<file path="config.mk">
export PLATFORM = sky130hd
export DESIGN_NAME = ula_seq
export DESIGN_NICKNAME = d
export VERILOG_FILES = /design/src/rtl/ula_pkg.sv /design/src/rtl/ula_core.sv /design/src/rtl/ula_seq.sv
export SDC_FILE = /design/constraint.sdc
export NUM_CORES = 1
export LEC_CHECK = 0
export BUFFER_PORTS_ARGS = -buffer_cell sky130_fd_sc_hd__buf_2
export CELL_PAD_IN_SITES_DETAIL_PLACEMENT = 2
export CELL_PAD_IN_SITES_GLOBAL_PLACEMENT = 2
export CORE_ASPECT_RATIO = 1.25
export CORE_UTILIZATION = 36
export CTS_CLUSTER_DIAMETER = 150
export DETAILED_ROUTE_END_ITERATION = 8
export GPL_TIMING_DRIVEN = 1
export PLACE_DENSITY_LB_ADDON = 0.1
export SKIP_LAST_GASP = 1
export SYNTH_ARGS = -nofsm -noshare
export SYNTH_HDL_FRONTEND = slang
export SYNTH_SLANG_ARGS = --single-unit
export TNS_END_PERCENT = 100
</file>
<file path="constraint.sdc">
create_clock -name clk -period 3.3 [get_ports clk]
set_input_delay 0.165 -clock clk [delete_from_list [all_inputs] [get_ports clk]]
set_output_delay 0.165 -clock clk [all_outputs]
set_load 0.05 [all_outputs]
</file>
<file path="src/rtl/ula_pkg.sv">
// ula_pkg: operation encodings and FSM states shared by the ula_seq slice.
package ula_pkg;

    localparam logic [2:0] OP_AND  = 3'b000;
    localparam logic [2:0] OP_OR   = 3'b001;
    localparam logic [2:0] OP_ADD  = 3'b010;
    localparam logic [2:0] OP_SLT  = 3'b011;
    localparam logic [2:0] OP_MULU = 3'b100;

    typedef enum logic {
        S_IDLE,
        S_MUL
    } state_t;

endpackage

</file>
<file path="src/rtl/ula_core.sv">
// ula_core: combinational WIDTH-bit AND/OR/ADD/SLT datapath on pre-conditioned operands.
module ula_core #(
    parameter int WIDTH = 8
) (
    input  logic [WIDTH-1:0] a,
    input  logic [WIDTH-1:0] b,
    input  logic             cin,
    input  logic [1:0]       op,
    output logic [WIDTH-1:0] result,
    output logic             cout,
    output logic             ovf
);

    logic [WIDTH:0]   sum;
    logic             add_ovf;
    logic [WIDTH-1:0] slt;

    assign sum     = {1'b0, a} + {1'b0, b} + {{WIDTH{1'b0}}, cin};
    assign add_ovf = (a[WIDTH-1] == b[WIDTH-1]) && (sum[WIDTH-1] != a[WIDTH-1]);
    // Sign of the difference corrected by overflow gives signed less-than.
    assign slt     = {{(WIDTH-1){1'b0}}, sum[WIDTH-1] ^ add_ovf};

    always_comb begin
        result = op == 2'b00 ? (a & b) :
                 op == 2'b01 ? (a | b) :
                 op == 2'b10 ? sum[WIDTH-1:0] : slt;
        cout   = op[1] && sum[WIDTH];
        ovf    = op[1] && add_ovf;
    end

endmodule

</file>
<file path="src/rtl/ula_seq.sv">
// ula_seq: registered N-bit ALU with start/busy/done handshake and iterative unsigned multiply.
module ula_seq
    import ula_pkg::*;
#(
    parameter int WIDTH = 8
) (
    input  logic             clk,
    input  logic             rst,
    input  logic             start,
    input  logic [WIDTH-1:0] a,
    input  logic [WIDTH-1:0] b,
    input  logic             ain,
    input  logic             bin,
    input  logic             cin,
    input  logic [2:0]       operation,
    output logic [WIDTH-1:0] result,
    output logic             cout,
    output logic             ovf,
    output logic             zero,
    output logic             busy,
    output logic             done
);

    localparam int CW = $clog2(WIDTH);

    state_t             state, state_nx;
    logic [2*WIDTH-1:0] acc, mcand, prod;
    logic [WIDTH-1:0]   mplier, ac, bc, core_res;
    logic [CW-1:0]      cnt;
    logic               core_cout, core_ovf, go, go_mul, last;

    assign ac     = ain ? ~a : a;
    assign bc     = bin ? ~b : b;
    assign go     = start && state == S_IDLE;
    assign go_mul = go && operation == OP_MULU;
    assign last   = state == S_MUL && cnt == CW'(WIDTH - 1);
    assign prod   = acc + (mplier[0] ? mcand : '0);
    assign busy   = state == S_MUL;

    ula_core #(.WIDTH(WIDTH)) u_core (
        .a      (ac),
        .b      (bc),
        .cin    (cin),
        .op     (operation[1:0]),
        .result (core_res),
        .cout   (core_cout),
        .ovf    (core_ovf)
    );

    always_comb begin
        state_nx = go_mul ? S_MUL : last ? S_IDLE : state;
    end

    always_ff @(posedge clk or posedge rst) begin
        if (rst) state <= S_IDLE;
        else     state <= state_nx;
    end

    always_ff @(posedge clk or posedge rst) begin
        if (rst) begin
            acc    <= '0;
            mcand  <= '0;
            mplier <= '0;
            cnt    <= '0;
            result <= '0;
            cout   <= 1'b0;
            ovf    <= 1'b0;
            zero   <= 1'b1;
            done   <= 1'b0;
        end else begin
            done <= 1'b0;
            if (go_mul) begin
                acc    <= '0;
                mcand  <= {{WIDTH{1'b0}}, a};
                mplier <= b;
                cnt    <= '0;
            end else if (go) begin
                // Reserved codes (op[2] set, not MULU) complete with an all-zero result.
                result <= operation[2] ? '0 : core_res;
                cout   <= !operation[2] && core_cout;
                ovf    <= !operation[2] && core_ovf;
                zero   <= operation[2] || core_res == '0;
                done   <= 1'b1;
            end else if (busy) begin
                acc    <= prod;
                mcand  <= mcand << 1;
                mplier <= mplier >> 1;
                cnt    <= last ? '0 : cnt + 1'b1;
                if (last) begin
                    result <= prod[WIDTH-1:0];
                    cout   <= 1'b0;
                    ovf    <= |prod[2*WIDTH-1:WIDTH];
                    zero   <= prod[WIDTH-1:0] == '0;
                    done   <= 1'b1;
                end
            end
        end
    end

endmodule

</file>
==> run_results.csv, run 1 <==
group,metric,value,unit
global_route,grt-ovfl-total,0,
worst_setup_path,worstSetupStartpointType,"flop",
global_route,track_usage,0.235,
synth,synthArstFlopShare,1.00,
sta,worst_pin_slew,746,ps
cts,clkSinkCount,56,
layout,final_area,4500,um2
layout,final_common_cell,"nand2_1",
run_status,status,"finished, violations left",
synth,synth_cell_type_count,53,
synth,ys_ff_latch,56,
worst_setup_path,crit_arrival,3320,ps
detailed_routing,wl,12500,um
placed_design,post-place-cells,636,
worst_setup_path,cp.required,3510,ps
worst_hold_path,min_path_type,"input pin to async pin",
pwr,p_per_area,743,nW/um2
global_route,grt_pass1_vias,3949,
die,coreArea,10700,um2
detailed_routing,num_vias,3586,
placed_design,dp_slack,135,ps
pwr,p_leak,0.00220,uW
sta,grt_setup_unrepaired,"no",
layout,nets,573,
cts,cts_hold_buf,0,
global_route,grt_max_degree,37,
synth,synthCells,478,
sta,worst_slack,185,ps
die,num_rows,42,
synth,synth_edf_count,0,
synth,synth_fp_nets,539,
sta,setup_viol,0,
global_route,antenna_found_initial,0,
cts,cts-buffers-inserted,5,
cts,path_clk_slew,70,ps
cts,cts_buffer_depth,2,
sta,post-route-period-util,0.944,
die,fp.dieH,120,um
cts,insertion_delay,300,ps
layout,layout_common_cells,"nand2_1 (99), dfrtp_1 (54), buf_2 (37), o21ai_0 (36), ha_1 (33)",
placed_design,gp_congestion,0.836,
detailed_routing,ant_nets,0,
synth,synthFlopType,"dfrtp_1",
sta,relSlewSlack,0.502,
sta,holdWs,-11.8,ps
sta,period_needed,3120,ps
run_status,violations,"negative hold slack",
detailed_routing,drt_iter0_drc,72,
global_route,grt_first_pass_wirelength,20400,um
layout,drive_gt1_frac,0.135,
sta,hold_viol_final,6,
synth,synthXorXnorAreaFrac,0.0724,
flow_run,cap_violations,0,
synth,syn-cell-area,3990,um2
synth,ys.warnings.count,0,
synth,synth_compound_area_frac,0.214,
layout,antenna_cells,0,
synth,synthMuxAreaShare,0.00784,
worst_setup_path,path_class,"flop to flop",
placed_design,dpl_cell_area,4340,um2
worst_setup_path,crit_fanout,6,
synth,avgSynthCellArea,8.35,um2
sta,fmax,321,MHz
synth,synth-simple-area-share,0.193,
die,initial_utilization,0.374,
detailed_routing,wl_per_cell,19.3,um
detailed_routing,dr.pass1.iters,4,
synth,ys_seq_area_frac,0.352,
sta,skew,3.98,ps
synth,synthAdderAreaFrac,0.119,
layout,area_delta_synth_final,12.8,%
detailed_routing,remaining_drc_errors,0,
layout,stdcell_count,645,
pwr,p_total,3340,uW
detailed_routing,via_per_inst,5.56,
die,io_pins,38,
synth,synth_top_family_by_area,"compound AO/OA/AOI/OAI gates",
sta,finalSetupTns,0,ps
placed_design,dp_hpwl,9750,um
die,die_area,11500,um2
cts,cts_htree_levels,2,
die,die_x,96.2,um
cts,cts_root_buf,"clkbuf_16",
sta,drv_slew,0,
worst_setup_path,endpoint_kind,"flop",
placed_design,port_buffers,37,
cts,cts_tree,"done",
pwr,ir_drop,0.000501,V
-- final timing paths --
| path | start | endpoint | slack, ps | depth (start not counted) |
|---|---|---|---|---|
| max in group asynchronous | rst | zero$_DFFE_PP1P_ | 2560 | 3 |
| worst max-delay path | mplier[0]$_DFFE_PP0P_ | ovf$_DFFE_PP0P_ | 180 | 11 |
| worst min register to register | mplier[5]$_DFFE_PP0P_ | mplier[5]$_DFFE_PP0P_ | 480 | 2 |
| worst min-delay path | rst | acc[7]$_DFFE_PP0P_ | -10 | 2 |
| worst max register to register | mplier[0]$_DFFE_PP0P_ | ovf$_DFFE_PP0P_ | 180 | 11 |
| min in group clk | b[7] | mplier[7]$_DFFE_PP0P_ | 110 | 3 |
-- per-stage QoR --
stage | util | hold WS [ps]
after floorplan | - | 270
after global placement | 0.407 | 321
after detailed placement | 0.407 | 335
after CTS | 0.420 | 19.6
after global routing | 0.422 | 47.8
final | 0.422 | -11.8
-- sequential cells by signal, indices dropped and copies added, names as in the netlist, 3 cells and up --
signal / count
mplier: 8
cnt: 3
mcand: 16
result: 8
acc: 16
-- kinds of logic (layout without fill, tap and decap cells) --
| kind of cell | after synthesis | after routing |
|---|---|---|
| and+or+nand+nor | 172 | 172 |
| adders and majority gates | 36 | 36 |
| xor gates and xnor gates | 33 | 33 |
| buffers and inverters | 46 | 81 |
| AOI/OAI and AO/OA | 132 | 132 |
| muxes | 3 | 3 |
| DFF | 56 | 56 |
-- Yosys cell counts (2+ instances only) --
library cell   n  area, um2
o21bai_1       2       15.0
xnor2_1       14        123
dfrtp_1       55       1380
o21a_1         4       30.0
nand2b_1       3       18.8
o22ai_1        4       25.0
inv_1         25       93.8
a31oi_1        5       31.3
a21o_1         7       52.6
a22oi_1       19        143
o211ai_1       5       37.5
nand4_1        3       18.8
clkbuf_1      20       75.1
mux2i_1        2       20.0
xor2_1        19        166
fa_1           3       60.1
ha_1          33        413
a22o_1         2       17.5
nor2b_1        3       18.8
o21ai_0       36        180
a21oi_1       26        130
o31a_1         2       17.5
or3_1          2       12.5
a211oi_1       3       22.5
o22a_1         2       17.5
or4_1          3       22.5
or2_2          3       18.8
nand3_1        7       35.0
nor2_1        24       90.1
and2_1        16        100
nand2_1       99        372
o21ai_1        2       10.0
nor3_1         5       25.0
-- power breakdown --
group / internal [uW] / switching (uW) / total, uW
sequential: 939 / 210 / 1150
clock: 285 / 258 / 542
combinational: 534 / 1120 / 1650
-- cell type report --
type	instances	area, um2
clock inverters	1	8.76
well taps	132	165
clock buffers	7	133
multi-input cells	376	2430
repair buffers	48	268
flip-flops and latches	56	1400
fillers	1211	6170
inverters	25	93.8
-- layer usage --
metal / part of all wire / vias up / GRT usage / wire, um
met4: 0.024 / 0 / 0.0793 / 300
li1: - / 1714 / - / -
met5: 0 / - / 0 / 0
met2: 0.54 / 35 / 0.430 / 6740
met3: 0.011 / 17 / 0.0260 / 137
met1: 0.42 / 1820 / 0.277 / 5300
-- worst max-delay path, cell delays in order, from the launching register on --
cell	delay (ps)
dfrtp_1	410
buf_4	160
and2_1	150
ha_1	370
o211ai_1	140
o211ai_1	270
nand2_1	150
o21ai_2	340
mux2i_1	130
a2111oi_1	630
o41ai_2	170
o221ai_1	100
-- repair_timing --
item,in CTS,in global routing
setup endpoints to repair,0,1
gates resized for setup,0,3
setup buffers,0,1
No activity file was read; power rests on OpenSTA's default activity.
==> run 2, diff against run 1 <==
Settings changed: BUFFER_PORTS_ARGS -buffer_cell sky130_fd_sc_hd__buf_2 to not set, CELL_PAD_IN_SITES_DETAIL_PLACEMENT 2 to not set, CELL_PAD_IN_SITES_GLOBAL_PLACEMENT 2 to not set, CORE_UTILIZATION 36 to 45, DONT_BUFFER_PORTS set to 1, PLACE_DENSITY_LB_ADDON 0.1 to not set.
==> run 2 against run 1 <==
The run now ends clean; final area decreased by 2.4%; count of clock-buffer cells in the layout decreased by 2; worst setup slack got worse by 10 ps; maximum frequency decreased by 0.33%; clock power decreased by 23%; total power decreased by 8.3%; critical path type unchanged; largest cell class unchanged; largest power group is now registers; highest routed layer unchanged.
==> run_results.csv, run 2 (synthesis results as in run 1) <==
group,metric,value,unit
run_status,status,"finished, final reports clean",
sta,skew,16.1,ps
cts,path_clk_slew,120,ps
die,die_area,9250,um2
sta,drv_slew,0,
worst_hold_path,min_path_type,"input pin to flop",
global_route,grt_pass1_vias,3362,
layout,drive_gt1_frac,0.0592,
worst_setup_path,worstSetupStartpointType,"flop",
cts,cts_buffer_depth,2,
worst_setup_path,crit_arrival,3320,ps
worst_setup_path,crit_fanout,3,
global_route,grt-ovfl-total,0,
cts,cts-buffers-inserted,5,
placed_design,dp_hpwl,7420,um
die,io_pins,38,
sta,finalSetupTns,0,ps
die,num_rows,38,
placed_design,dp_slack,194,ps
pwr,sw_frac_of_total,0.482,
detailed_routing,dr.pass1.iters,5,
sta,grt_setup_unrepaired,"no",
cts,clkSinkCount,56,
layout,final_common_cell,"nand2_1",
global_route,grt_max_degree,52,
placed_design,port_buffers,0,
layout,nets,550,
sta,relSlewSlack,0.579,
cts,cts_root_buf,"clkbuf_8",
cts,cts_tree,"done",
worst_hold_path,holdCritStartpoint,"operation[2]",
sta,setup_viol,0,
sta,worst_slack,175,ps
global_route,track_usage,0.227,
pwr,ir_drop,0.000362,V
sta,fmax,320,MHz
worst_setup_path,setup.worst_path.start,"mcand[0]$_DFFE_PP0P_",
layout,top_regs,"acc: 16 flops, mcand: 16 flops",
sta,worst_pin_slew,631,ps
die,die_x,86.2,um
worst_setup_path,path_class,"flop to flop",
die,initial_utilization,0.461,
layout,area_delta_synth_final,10.0,%
global_route,grt_first_pass_wirelength,16200,um
pwr,switchingPower,1480,uW
flow_run,cap_violations,0,
pwr,p_seq_frac,0.448,
pwr,p_comb_frac,0.415,
detailed_routing,wl,9770,um
pwr,intPower,1590,uW
layout,layout_common_cells,"nand2_1 (99), dfrtp_1 (54), o21ai_0 (36), ha_1 (33), a21oi_1 (26)",
sta,hold_viol_final,0,
worst_setup_path,cp.required,3500,ps
cts,post_cts_buffers,0,
pwr,p_total,3060,uW
layout,n_fill_cell,844,
pwr,clkPwrFrac,0.137,
detailed_routing,via_per_inst,5.52,
die,coreArea,8650,um2
cts,insertion_delay,340,ps
detailed_routing,ant_nets,0,
placed_design,gp_congestion,0.849,
sta,post-route-period-util,0.947,
die,fp.dieH,107,um
detailed_routing,drt_iter0_drc,200,
global_route,antenna_found_initial,0,
detailed_routing,wl_per_cell,16.0,um
cts,cts_htree_levels,2,
detailed_routing,num_vias,3366,
layout,antenna_cells,0,
pwr,p_leak,0.00209,uW
worst_setup_path,r2r-start,"mcand[0]$_DFFE_PP0P_",
worst_setup_path,endpoint_kind,"flop",
detailed_routing,remaining_drc_errors,0,
pwr,p_per_area,698,nW/um2
sta,period_needed,3130,ps
-- run 2: cell types whose count changed in the layout (fill, tap and decap cells not counted), sizes merged --
cell	delta
inv	+3
dlygate4sd3	+17
clkinv	-1
buf	-40
clkbuf	-2
-- run 2: what timing repair did --
| action | CTS | global route |
|---|---|---|
| hold buffers | 17 | 0 |
| endpoints found under the hold margin | 39 | 0 |
| gates resized for setup | 0 | 0 |
-- run 2: final timing paths --
| check | slack (ps) | cells after the start | end |
|---|---|---|---|
| max | 170 | 11 | ovf$_DFFE_PP0P_ |
| min in group asynchronous | 330 | 2 | acc[13]$_DFFE_PP0P_ |
| min | 40 | 2 | zero$_DFFE_PP1P_ |
| max in group asynchronous | 2100 | 3 | zero$_DFFE_PP1P_ |
| max reg2reg | 170 | 11 | ovf$_DFFE_PP0P_ |
| min reg2reg | 500 | 2 | mplier[4]$_DFFE_PP0P_ |
-- run 2: routing by layer --
layer,wire length [um],vias up,GRT usage,share of wire
met5,0,-,0,0
met4,325,0,0.110,0.033
met3,350,20,0.0368,0.036
met2,4990,77,0.392,0.51
met1,4100,1598,0.272,0.42
li1,-,1671,-,-
-- run 2: stage by stage --
stage / hold slack (ps) / cell area, um2 / cells / util
4_1_cts: 23.8 / 4390 / 610 / 0.507
6_report: 43.6 / 4390 / 610 / 0.507
5_1_grt: 14.3 / 4390 / 610 / 0.507
2_1_floorplan: 270 / 3990 / 478 / -
3_5_place_dp: 136 / 4120 / 585 / 0.476
3_3_place_gp: 130 / 4120 / 585 / 0.476
-- run 2: critical path: stages, from the launching register on --
cell and delay [ps]:
dfrtp_1 420, and2_1 160, ha_1 210, fa_1 420, a21o_1 210, a221oi_2 310
o21ai_1 180, a31oi_1 220, xor2_1 210, nand4_1 110, o41ai_1 350, o221ai_1 180
-- run 2: power groups by stage --
stage                     Clock [uW]  Sequential [uW]  Combinational, uW
after floorplan                    0             1340                976
after global placement             0             1380               1230
after detailed placement           0             1390               1250
after CTS                        432             1370               1270
after global routing             463             1400               1430
final                            420             1370               1270
-- run 2: area by class of cell --
type | count | area (um2) | share of cell area
Multi-Input combinational cell | 376 | 2410 | 0.550
Sequential cell | 56 | 1400 | 0.320
Timing Repair Buffer | 25 | 230 | 0.0525
Tap cell | 120 | 150 | 0.0342
Inverter | 25 | 93.8 | 0.0214
Clock buffer | 5 | 68.8 | 0.0157
Clock inverter | 3 | 28.8 | 0.00656
